==> src/rtl/note_highway_pkg.sv <==
// Lane definitions shared by the note highway and the guitar scoring logic.
// Lane 0 is green and sits in bit 0 of every lane mask.
package note_highway_pkg;

    localparam int LANES = 4;

    typedef enum logic [1:0] {
        LANE_GREEN  = 2'd0,
        LANE_RED    = 2'd1,
        LANE_YELLOW = 2'd2,
        LANE_BLUE   = 2'd3
    } lane_e;

    typedef logic [LANES-1:0] lane_mask_t;

endpackage

==> src/rtl/note_highway_tick_divider.sv <==
// Free-running scroll divider: asserts step for one cycle every TICK_DIV enabled cycles.
// The count holds while enable is low, so a paused game resumes mid-interval.
module tick_divider #(
    parameter int TICK_DIV = 50000
) (
    input  logic clock,
    input  logic reset,
    input  logic enable,
    output logic step
);

    localparam int CNT_W = (TICK_DIV > 1) ? $clog2(TICK_DIV) : 1;
    localparam logic [CNT_W-1:0] LAST = CNT_W'(TICK_DIV - 1);

    logic [CNT_W-1:0] cnt_reg;
    logic [CNT_W-1:0] cnt_next;

    assign step = enable && (cnt_reg == LAST);

    always_comb begin
        cnt_next = cnt_reg;
        if (enable) begin
            cnt_next = step ? '0 : cnt_reg + CNT_W'(1);
        end
    end

    always_ff @(posedge clock) begin
        if (reset) begin
            cnt_reg <= '0;
        end else begin
            cnt_reg <= cnt_next;
        end
    end

endmodule

==> src/rtl/note_highway.sv <==
// Scrolling 4-lane note highway: chart rows enter at row 0, the strike row drives
// intersections, hits clear strike-row notes and unhit departures are counted as misses.
module note_highway
    import note_highway_pkg::*;
#(
    parameter int DEPTH    = 16,
    parameter int TICK_DIV = 50000,
    parameter int MISS_W   = 16
) (
    input  logic                       clock,
    input  logic                       reset,
    input  logic                       enable,
    input  logic                       chart_valid,
    input  logic [LANES-1:0]           chart_row,
    output logic                       chart_ready,
    input  logic                       hit_valid,
    input  logic [LANES-1:0]           hit_lanes,
    output logic [LANES-1:0]           intersections,
    output logic                       tick,
    output logic                       miss_pulse,
    output logic [MISS_W-1:0]          miss_count,
    output logic                       starve_pulse,
    input  logic [$clog2(DEPTH)-1:0]   disp_row,
    output logic [LANES-1:0]           disp_lanes
);

    localparam int  IDX_W = $clog2(DEPTH);
    localparam bit  POW2  = ((1 << IDX_W) == DEPTH);

    logic                        step;
    logic                        fire;
    lane_mask_t                  hit_mask;
    lane_mask_t                  departing;
    logic [2:0]                  departing_cnt;
    logic [MISS_W:0]             miss_sum;
    logic [DEPTH-1:0][LANES-1:0] rows_reg;
    logic [DEPTH-1:0][LANES-1:0] rows_next;
    logic                        tick_reg;
    logic                        miss_pulse_reg;
    logic                        starve_pulse_reg;
    logic [MISS_W-1:0]           miss_count_reg;

    tick_divider #(.TICK_DIV(TICK_DIV)) u_tick_divider (
        .clock  (clock),
        .reset  (reset),
        .enable (enable),
        .step   (step)
    );

    assign chart_ready = step;
    assign fire        = chart_valid && step;
    assign hit_mask    = hit_valid ? hit_lanes : '0;
    assign departing   = rows_reg[DEPTH-1] & ~hit_mask;

    assign departing_cnt = ({2'b00, departing[0]} + {2'b00, departing[1]})
                         + ({2'b00, departing[2]} + {2'b00, departing[3]});
    assign miss_sum      = {1'b0, miss_count_reg} + (MISS_W+1)'(departing_cnt);

    // On a scroll the strike row is replaced unmasked; hits only mask what departs.
    generate
        for (genvar gi = 0; gi < DEPTH; gi++) begin : g_row
            if (gi == 0) begin : g_entry
                assign rows_next[gi] = step ? (fire ? chart_row : '0) : rows_reg[gi];
            end else if (gi == DEPTH-1) begin : g_strike
                assign rows_next[gi] = step ? rows_reg[gi-1] : (rows_reg[gi] & ~hit_mask);
            end else begin : g_mid
                assign rows_next[gi] = step ? rows_reg[gi-1] : rows_reg[gi];
            end
        end
    endgenerate

    always_ff @(posedge clock) begin
        if (reset) begin
            rows_reg         <= '0;
            tick_reg         <= 1'b0;
            miss_pulse_reg   <= 1'b0;
            starve_pulse_reg <= 1'b0;
            miss_count_reg   <= '0;
        end else begin
            rows_reg         <= rows_next;
            tick_reg         <= step;
            miss_pulse_reg   <= step && (|departing);
            starve_pulse_reg <= step && !chart_valid;
            if (step) begin
                miss_count_reg <= miss_sum[MISS_W] ? '1 : miss_sum[MISS_W-1:0];
            end
        end
    end

    assign intersections = rows_reg[DEPTH-1];
    assign tick          = tick_reg;
    assign miss_pulse    = miss_pulse_reg;
    assign starve_pulse  = starve_pulse_reg;
    assign miss_count    = miss_count_reg;

    generate
        if (POW2) begin : g_disp_full
            assign disp_lanes = rows_reg[disp_row];
        end else begin : g_disp_guard
            assign disp_lanes = ({1'b0, disp_row} < (IDX_W+1)'(DEPTH)) ? rows_reg[disp_row] : '0;
        end
    endgenerate

endmodule
==> config.mk <==
export PLATFORM = sky130hd
export DESIGN_NAME = note_highway
export DESIGN_NICKNAME = d
export VERILOG_FILES = /design/src/rtl/note_highway_pkg.sv /design/src/rtl/note_highway_tick_divider.sv /design/src/rtl/note_highway.sv
export SDC_FILE = /design/constraint.sdc
export NUM_CORES = 1
export LEC_CHECK = 0
export CORE_MARGIN = 4
export CORE_UTILIZATION = 68
export DETAILED_ROUTE_END_ITERATION = 12
export DONT_BUFFER_PORTS = 1
export PLACE_DENSITY_LB_ADDON = 0.15
export SETUP_SLACK_MARGIN = 0.4
export SYNTH_ARGS = -nofsm -noshare
export SYNTH_HDL_FRONTEND = slang
export SYNTH_SLANG_ARGS = --single-unit
==> constraint.sdc <==
create_clock -name clock -period 7.9 [get_ports clock]
set_input_delay 1.185 -clock clock [delete_from_list [all_inputs] [get_ports clock]]
set_output_delay 1.185 -clock clock [all_outputs]
set_load 0.03 [all_outputs]
Word-level counts from Yosys, hierarchy flattened. Index checks and enable logic that the tools add are counted.

Logic and storage cells: 43. Bits of input ports: 17. Output and inout bits: 28. Bits in registers: 99.

Add/sub/neg operators: 5. Equality and inequality tests: 1. Multiplexer cells: 7. Reduce and logical (&&, ||, !) cells: 6. Order comparisons: 1. Bitwise logic cells: 2.

Operator list (number): 16-bit two-way mux (2); 16-bit by 3-bit adder with 17-bit output (1); 16-bit by 1-bit adder with 16-bit output, second input constant (1); 4-bit binary-select mux with 4-bit select (1); 16-bit == test, second input constant (1); 4-bit two-way mux (4); 4-bit by 5-bit less-than comparator with 1-bit output, second input constant (1); 1-bit by 1-bit adder with 2-bit output (2); 4-bit AND (1); 1-bit logical AND (4); 4-bit NOT (1); 4-bit OR reduction (1); 2-bit by 2-bit adder with 3-bit output (1); 1-bit zero test (1).

Longest topological paths before layout. Gate-level depths: netlist of the first run.

Depth after elaboration: 7. Depth in mapped cells: 12.

Cells and area by module. Synthesis of the first run repeated with hierarchy kept, for this count alone.

Cell total of the unflattened synthesis: 451. Area total of the unflattened synthesis: 4608.2 um^2.

Modules (own cells, without submodules): note_highway (cells an instance 364, area each 3763.6 um^2, seq. area each 1661.6 um^2, times used 1); tick_divider (cells an instance 87, area each 844.6 um^2, seq. area each 320.3 um^2, times used 1).

Worst setup path before layout of the first run. Ideal clock, no wire load.

Kind: input to output. Start: input port disp_row[0]. End: output port disp_lanes[0]. Required time: 6.715 ns. Setup slack: 3.471 ns. Stages: 4. Arrival: 3.244 ns. Cells stage by stage: clkbuf_1 -> buf_1 -> mux4_2 -> mux4_2.

Longest elaborated chain between the ends: 2.

RTL lines: from (decl) (RTL line note_highway.sv:23) `input logic [$clog2(DEPTH)-1:0] disp_row,`; 4-bit binary-select mux with 4-bit select (RTL line note_highway.sv:98) `assign disp_lanes = rows_reg[disp_row];`; 4-bit two-way mux (not written as such) (RTL line note_highway.sv:98); to (decl) (RTL line note_highway.sv:24) `output logic [LANES-1:0] disp_lanes`.

Every way passes these cells. The select of a mux whose other input is x is not followed.

Final worst setup path of the first run.
Start: input port enable. End: output port chart_ready.

Longest elaborated chain between the ends: 1.

RTL lines: from (decl) (RTL line note_highway.sv:12) `input logic enable,`; 1-bit logical AND (RTL line note_highway_tick_divider.sv:18) `assign step = enable && (cnt_reg == LAST);`; to (decl) (RTL line note_highway.sv:15) `output logic chart_ready,`.

Every way passes these cells.

==> out/metrics.cfg, run 1 <==
[status]
outcome=finished, final reports clean

[logic_synthesis]
synthArstFlopShare_pct=0
synth-edff-count=0
synth_top_flop_cell=dfxtp_1
synth_top_area_share_pct=44.5
avgSynthCellArea_um2=8.78
yosysWarnings=0
yosys_register_bits=99
synth_area_leaders=dfxtp_1 (45%), nand2_1 (12%), mux4_2 (10%), a21oi_1 (8.2%), nor2_1 (2.0%)
syn_nets=529
ys_seq_area_share_pct=44.5
synth.largest_area_cell=dfxtp_1
yosysUniqueCellTypes=46
syn_area_mm2=0.00445
postSynthCellCount=507

[clocking]
htree_levels=3
cts-resized-gates=0
clkLatencyLatePin_ns=0.36
clockBufferDepth=2
cts_setup_buffers=0
root_buffer=clkbuf_8
cts_tree=done
ctsHoldBuffers=0
cts-buffers-inserted=9
cts.clk_slew.worst_paths_ns=0.09
clock-sinks=99

[setup_path]
cp_slowest_cell=or4_1
reg2reg_depth=10
startpoint=enable
cp.required_ns=6.71
path_class=input pin to output pin
cp-start-kind=input pin
cp.arrival_ns=2.35
worstPathCellList=nand4_1 > or4_1 > inv_6
slowest_delay_ns=0.78
cp-end-kind=output pin
cp_max_fo=8
r2r_start=intersections[0]$_SDFF_PP0_

[placement]
dp.cells=551
numPortBuffers=0
gp_congestion=0.893
dpl.hpwl_mm=5.84
place_ws_ns=4.24

[timing]
hold_viol=0
finalSetupViolCount=0
hold-worst-slack_ns=0.467
grt_setup_unrepaired=no
tightest_slew_ns=0.661
skew_ns=0.0117
slew_viol_final=0
finalSetupTns_ns=0
setup_slack_ns=4.37
fin_crit_ns=3.53
max_freq_mhz=283
relSlewSlack_pct=55.9
min_period_over_period_pct=44.7

[pwr]
leakage_nw=1.46
p_sw_share_pct=20.7
power_frac_seq_pct=61.1
power.internal_uw=649
p_sw_uw=169
pwr-share-clk_pct=37.8
power.density_cell_area_mw_per_mm2=178
p_comb_share_pct=1.0
ir_drop_mv=0.161

[floorplanning]
row_count=29
die_h_um=88.9
chipWidth_um=88.9
core_area_mm2=0.00635
dieArea_mm2=0.00790
start_util_pct=70.1
ioPinCount=45

[route]
drt-initial-drc-count=250
avgViaCountPerCell=6.11
remaining_drc_errors=0
drtAntennaViolNets=0
routedWlPerCell_um=15.8
via_count=3460
dr.pass1.iters=5
drt_wl_total_mm=8.95

[finish]
final_cells=566
nFillCells=486
num_antenna_cells=0
area_growth_pct=3.09
final_util_pct=72.3
largest_register_ffs=60
nNetsFinal=507
final_cell_mix=nand2_1 (143), dfxtp_1 (99), a21oi_1 (73), nor2_1 (24), mux4_2 (20)
final_common_cell=nand2_1
drive_above_1_share_pct=9.61

[global_route]
grt_max_degree=88
grt_pass1_wl_mm=15.0
grt_overflow=0
antenna_found_initial=0
grt_pass1_vias=3234
grtUsageTotal_pct=24.1

[worst_hold_path]
hp-start=rows_reg[14]$_SDFFE_PP0P_
holdCritPathClass=flip-flop to flip-flop
hold_path_depth=2

[job]
max-cap-violations=0

==> critical path: cells and delay by family <==
family	cells	cell delay, ns
buffers and inverters	1	0.22
AND/OR/NAND/NOR	2	0.94
==> final cells by class <==
class	count	area (µm²)	share of cell area [%]
Multi-Input combinational cell	366	2280	49.7
Sequential cell	99	1980	43.2
Clock buffer	10	128	2.78
Tap cell	77	96.3	2.10
Clock inverter	5	55.1	1.20
Inverter	7	31.3	0.682
Timing Repair Buffer	2	15.0	0.327
==> cell usage after synthesis, types with 3 or more instances <==
| cell | count |
|---|---|
| xnor2_1 | 7 |
| nand4_1 | 7 |
| fa_1 | 3 |
| nand3_1 | 17 |
| a311oi_1 | 6 |
| buf_2 | 8 |
| nor3_1 | 4 |
| xor2_1 | 9 |
| and2_1 | 4 |
| buf_4 | 4 |
| dfxtp_1 | 99 |
| nand4b_1 | 3 |
| and4_1 | 5 |
| and3_1 | 5 |
| nor2_1 | 24 |
| a21oi_1 | 73 |
| inv_1 | 6 |
| o21ai_0 | 6 |
| nand2_1 | 143 |
| nand2b_1 | 5 |
| mux4_2 | 20 |
| clkbuf_1 | 20 |
==> through the flow <==
stage	power [mW]	instance area (µm²)
2_1_floorplan	0.528	4450
3_3_place_gp	0.520	4410
3_5_place_dp	0.520	4410
4_1_cts	0.824	4590
5_1_grt	0.845	4590
6_report	0.818	4590
==> routing by layer <==
metal / track usage, % / share of wire (%)
met4: 6.73 / 1.2
met5: 0 / 0
met3: 7.47 / 6.9
met2: 39.6 / 49
met1: 30.9 / 43
==> worst paths after layout <==
check / endpoint / slack, ns
max: chart_ready / 4.37
min: rows_reg[14]$_SDFFE_PP0P_ / 0.47
max reg2reg: miss_count[5]$_SDFFE_PP0P_ / 4.87
min reg2reg: rows_reg[14]$_SDFFE_PP0P_ / 0.47
==> power by group through the flow <==
stage	clock network (mW)	registers [mW]	logic (mW)
after floorplan	0	0.512	0.0164
after global placement	0	0.512	0.00817
after detailed placement	0	0.512	0.00837
after CTS	0.316	0.500	0.00847
after global routing	0.335	0.500	0.00904
final	0.309	0.500	0.00837
==> kinds of logic after synthesis <==
family | count (synthesis) | share of synthesized area (%)
simple gates | 231 | 24.2
flops | 99 | 44.5
mux | 22 | 10.6
fa+ha+maj | 5 | 1.91
xor+xnor | 16 | 3.15
buf+inv | 42 | 4.38
compound gates | 92 | 11.3
Note: power is estimated with default switching activity, not from simulation.
==> inputs of run 2 (changes only) <==
--- a/config.mk
+++ b/config.mk
@@ -6,7 +6,7 @@
 export NUM_CORES = 1
 export LEC_CHECK = 0
 export CORE_MARGIN = 4
-export CORE_UTILIZATION = 68
+export CORE_UTILIZATION = 57
 export DETAILED_ROUTE_END_ITERATION = 12
 export DONT_BUFFER_PORTS = 1
 export PLACE_DENSITY_LB_ADDON = 0.15
==> constraint.sdc (replaced) <==
create_clock -name clock -period 3.11 [get_ports clock]
set_input_delay 0.4665 -clock clock [delete_from_list [all_inputs] [get_ports clock]]
set_output_delay 0.4665 -clock clock [all_outputs]
set_load 0.03 [all_outputs]
==> run 2 against run 1 <==
Utilization shrank 9.2 points. Critical path depth is the same. Via count shrank 0.58%. Worst setup slack lost 3.8 ns. Clock skew shrank 0.0018 ns. Largest cell class unchanged. Highest routed layer unchanged.
==> out/metrics.cfg, run 2 (synthesized netlist as in run 1, its figures left out) <==
[clocking]
clockBufferDepth=2  ; unchanged
cts.clk_slew.worst_paths_ns=0.09  ; about the same
root_buffer=clkbuf_8
cts-buffers-inserted=9  ; unchanged
clock-sinks=99  ; unchanged
cts_tree=done
ctsHoldBuffers=0  ; unchanged
clkLatencyLatePin_ns=0.35  ; about the same
htree_levels=3  ; unchanged

[timing]
tightest_slew_ns=0.669  ; +0.00759 ns
max_freq_mhz=389
hold-worst-slack_ns=0.166  ; -0.301 ns
setup_slack_ns=0.536  ; -3.83 ns
fin_crit_ns=2.57
skew_ns=0.00994  ; -0.00177 ns
slew_viol_final=0  ; unchanged
grt_setup_unrepaired=no
finalSetupViolCount=0  ; unchanged
min_period_over_period_pct=82.8
hold_viol=0  ; unchanged
relSlewSlack_pct=55.4  ; -0.51 points
finalSetupTns_ns=0  ; unchanged

[worst_hold_path]
hold_path_depth=1  ; -1
whs_endpoint=u_tick_divider.cnt_reg[0]$_SDFFE_PP0P_
hp-start=reset
holdCritPathClass=input pin to flip-flop

[placement]
dpl.hpwl_mm=6.17  ; +5.6%
dpl_cell_area_mm2=0.00447  ; +1.4%
place_ws_ns=0.323  ; -3.92 ns
numPortBuffers=0  ; unchanged
gp_congestion=0.888  ; -0.47%

[setup_path]
path_class=flip-flop to output pin
worstReg2RegEnd=miss_count[9]$_SDFFE_PP0P_
cp.required_ns=2.64  ; -4.07 ns
r2r_start=miss_count[0]$_SDFFE_PP0P_
cp-start-kind=flip-flop
cp.arrival_ns=2.11  ; -0.24 ns
regToRegSetupSlack_ns=0.58  ; -4.29 ns
startpoint=u_tick_divider.cnt_reg[11]$_SDFFE_PP0P_
cp_slowest_cell=or4_4
cp_max_fo=8  ; unchanged
reg2reg_depth=9  ; -1
worstPathCellList=or4b_1 > or4_4 > inv_6
cp-end-kind=output pin
slowest_delay_ns=0.66  ; -0.12 ns

[finish]
largest_register_ffs=60  ; unchanged
final_cell_mix=nand2_1 (143), dfxtp_1 (98), a21oi_1 (73), nor2_1 (24), mux4_2 (20)
nFillCells=649  ; +34%
num_antenna_cells=0  ; unchanged
final_common_cell=nand2_1
register_area_mm2=0.00199  ; +0.19%
area_growth_pct=5.03
finalInstanceArea_mm2=0.00468  ; +1.9%
multi_input_area_mm2=0.00229  ; +0.27%
nNetsFinal=511  ; +0.79%
drive_above_1_share_pct=11.3  ; +1.7 points

[floorplanning]
ioPinCount=45  ; unchanged
dieArea_mm2=0.00929  ; +17%
start_util_pct=60.1  ; -10 points
die_h_um=96.4  ; +8.4%
chipWidth_um=96.4  ; +8.4%
row_count=31  ; +6.9%
core_area_mm2=0.00741  ; +17%

[route]
avgViaCountPerCell=5.80  ; -5.1%
routedWlPerCell_um=15.7  ; -0.80%
drt-initial-drc-count=165  ; -34%
remaining_drc_errors=0  ; unchanged
drtAntennaViolNets=0  ; unchanged
dr.pass1.iters=4  ; -1
via_count=3440  ; -0.58%
drt_wl_total_mm=9.30  ; +3.9%

[global_route]
grt_pass1_vias=3237  ; +0.093%
grt_max_degree=88  ; unchanged
antenna_found_initial=0  ; unchanged
grt_overflow=0  ; unchanged
grtUsageTotal_pct=21.6  ; -2.5 points
grt_pass1_wl_mm=15.7  ; +4.4%

[pwr]
ir_drop_mv=0.280  ; +74%
power.density_cell_area_mw_per_mm2=441  ; +150%
leakage_nw=1.49  ; +2.2%

[status]
outcome=finished, final reports clean

[job]
max-cap-violations=0  ; unchanged

run 2: how the worst max path moves through the flow:
stage	to	slack [ns]	cells after the start
after detailed placement	miss_count[5]$_SDFFE_PP0P_	0.32	11
after global placement	miss_count[0]$_SDFFE_PP0P_	0.39	10
after global routing	miss_count[9]$_SDFFE_PP0P_	0.42	9
after floorplan	miss_count[5]$_SDFFE_PP0P_	0.43	12
after CTS	miss_count[5]$_SDFFE_PP0P_	0.41	10
final	chart_ready	0.54	3
run 2: layout make-up:
| type | instances | area share, % |
|---|---|---|
| Timing Repair Buffer | 6 | 1.23 |
| Multi-Input combinational cell | 366 | 48.9 |
| Tap cell | 99 | 2.65 |
| Clock inverter | 5 | 0.803 |
| Clock buffer | 11 | 3.24 |
| Inverter | 7 | 0.669 |
| Sequential cell | 99 | 42.5 |
run 2: per-stage QoR:
| step | total power, mW | utilization, % | std cells |
|---|---|---|---|
| floorplan | 1.34 | - | 507 |
| global placement | 1.32 | 60.3 | 576 |
| detailed placement | 1.32 | 60.3 | 576 |
| CTS | 2.08 | 62.9 | 592 |
| global route | 2.15 | 63.1 | 593 |
| finish | 2.06 | 63.1 | 593 |
run 2: what timing repair did:
action	in CTS	in global routing
setup endpoints to repair	1	14
endpoints found under the hold margin	0	0
gates resized for setup	1	3
setup buffers	0	1
pin swaps	0	4
run 2: power breakdown:
| part | internal (mW) | total, mW | switching, mW |
|---|---|---|---|
| clock network | 0.336 | 0.773 | 0.437 |
| logic | 0.0145 | 0.0214 | 0.00690 |
| registers | 1.27 | 1.27 | 0.00191 |
| total | 1.62 | 2.06 | 0.446 |
run 2: critical path, delay by kind of cell, from the launching register on:
family                 cells  cell delay, ns
and+or+nand+nor            2            1.25
DFF                        1            0.34
buffers and inverters      1            0.16
run 2: metal layers:
layer	wire length, µm	vias up	global-route usage (%)	part of all wire, %
met5	0	-	0	0
li1	-	1722	-	-
met1	4080	1640	28.1	44
met3	537	4	6.82	5.8
met4	68	0	5.14	0.73
met2	4620	74	35.3	50
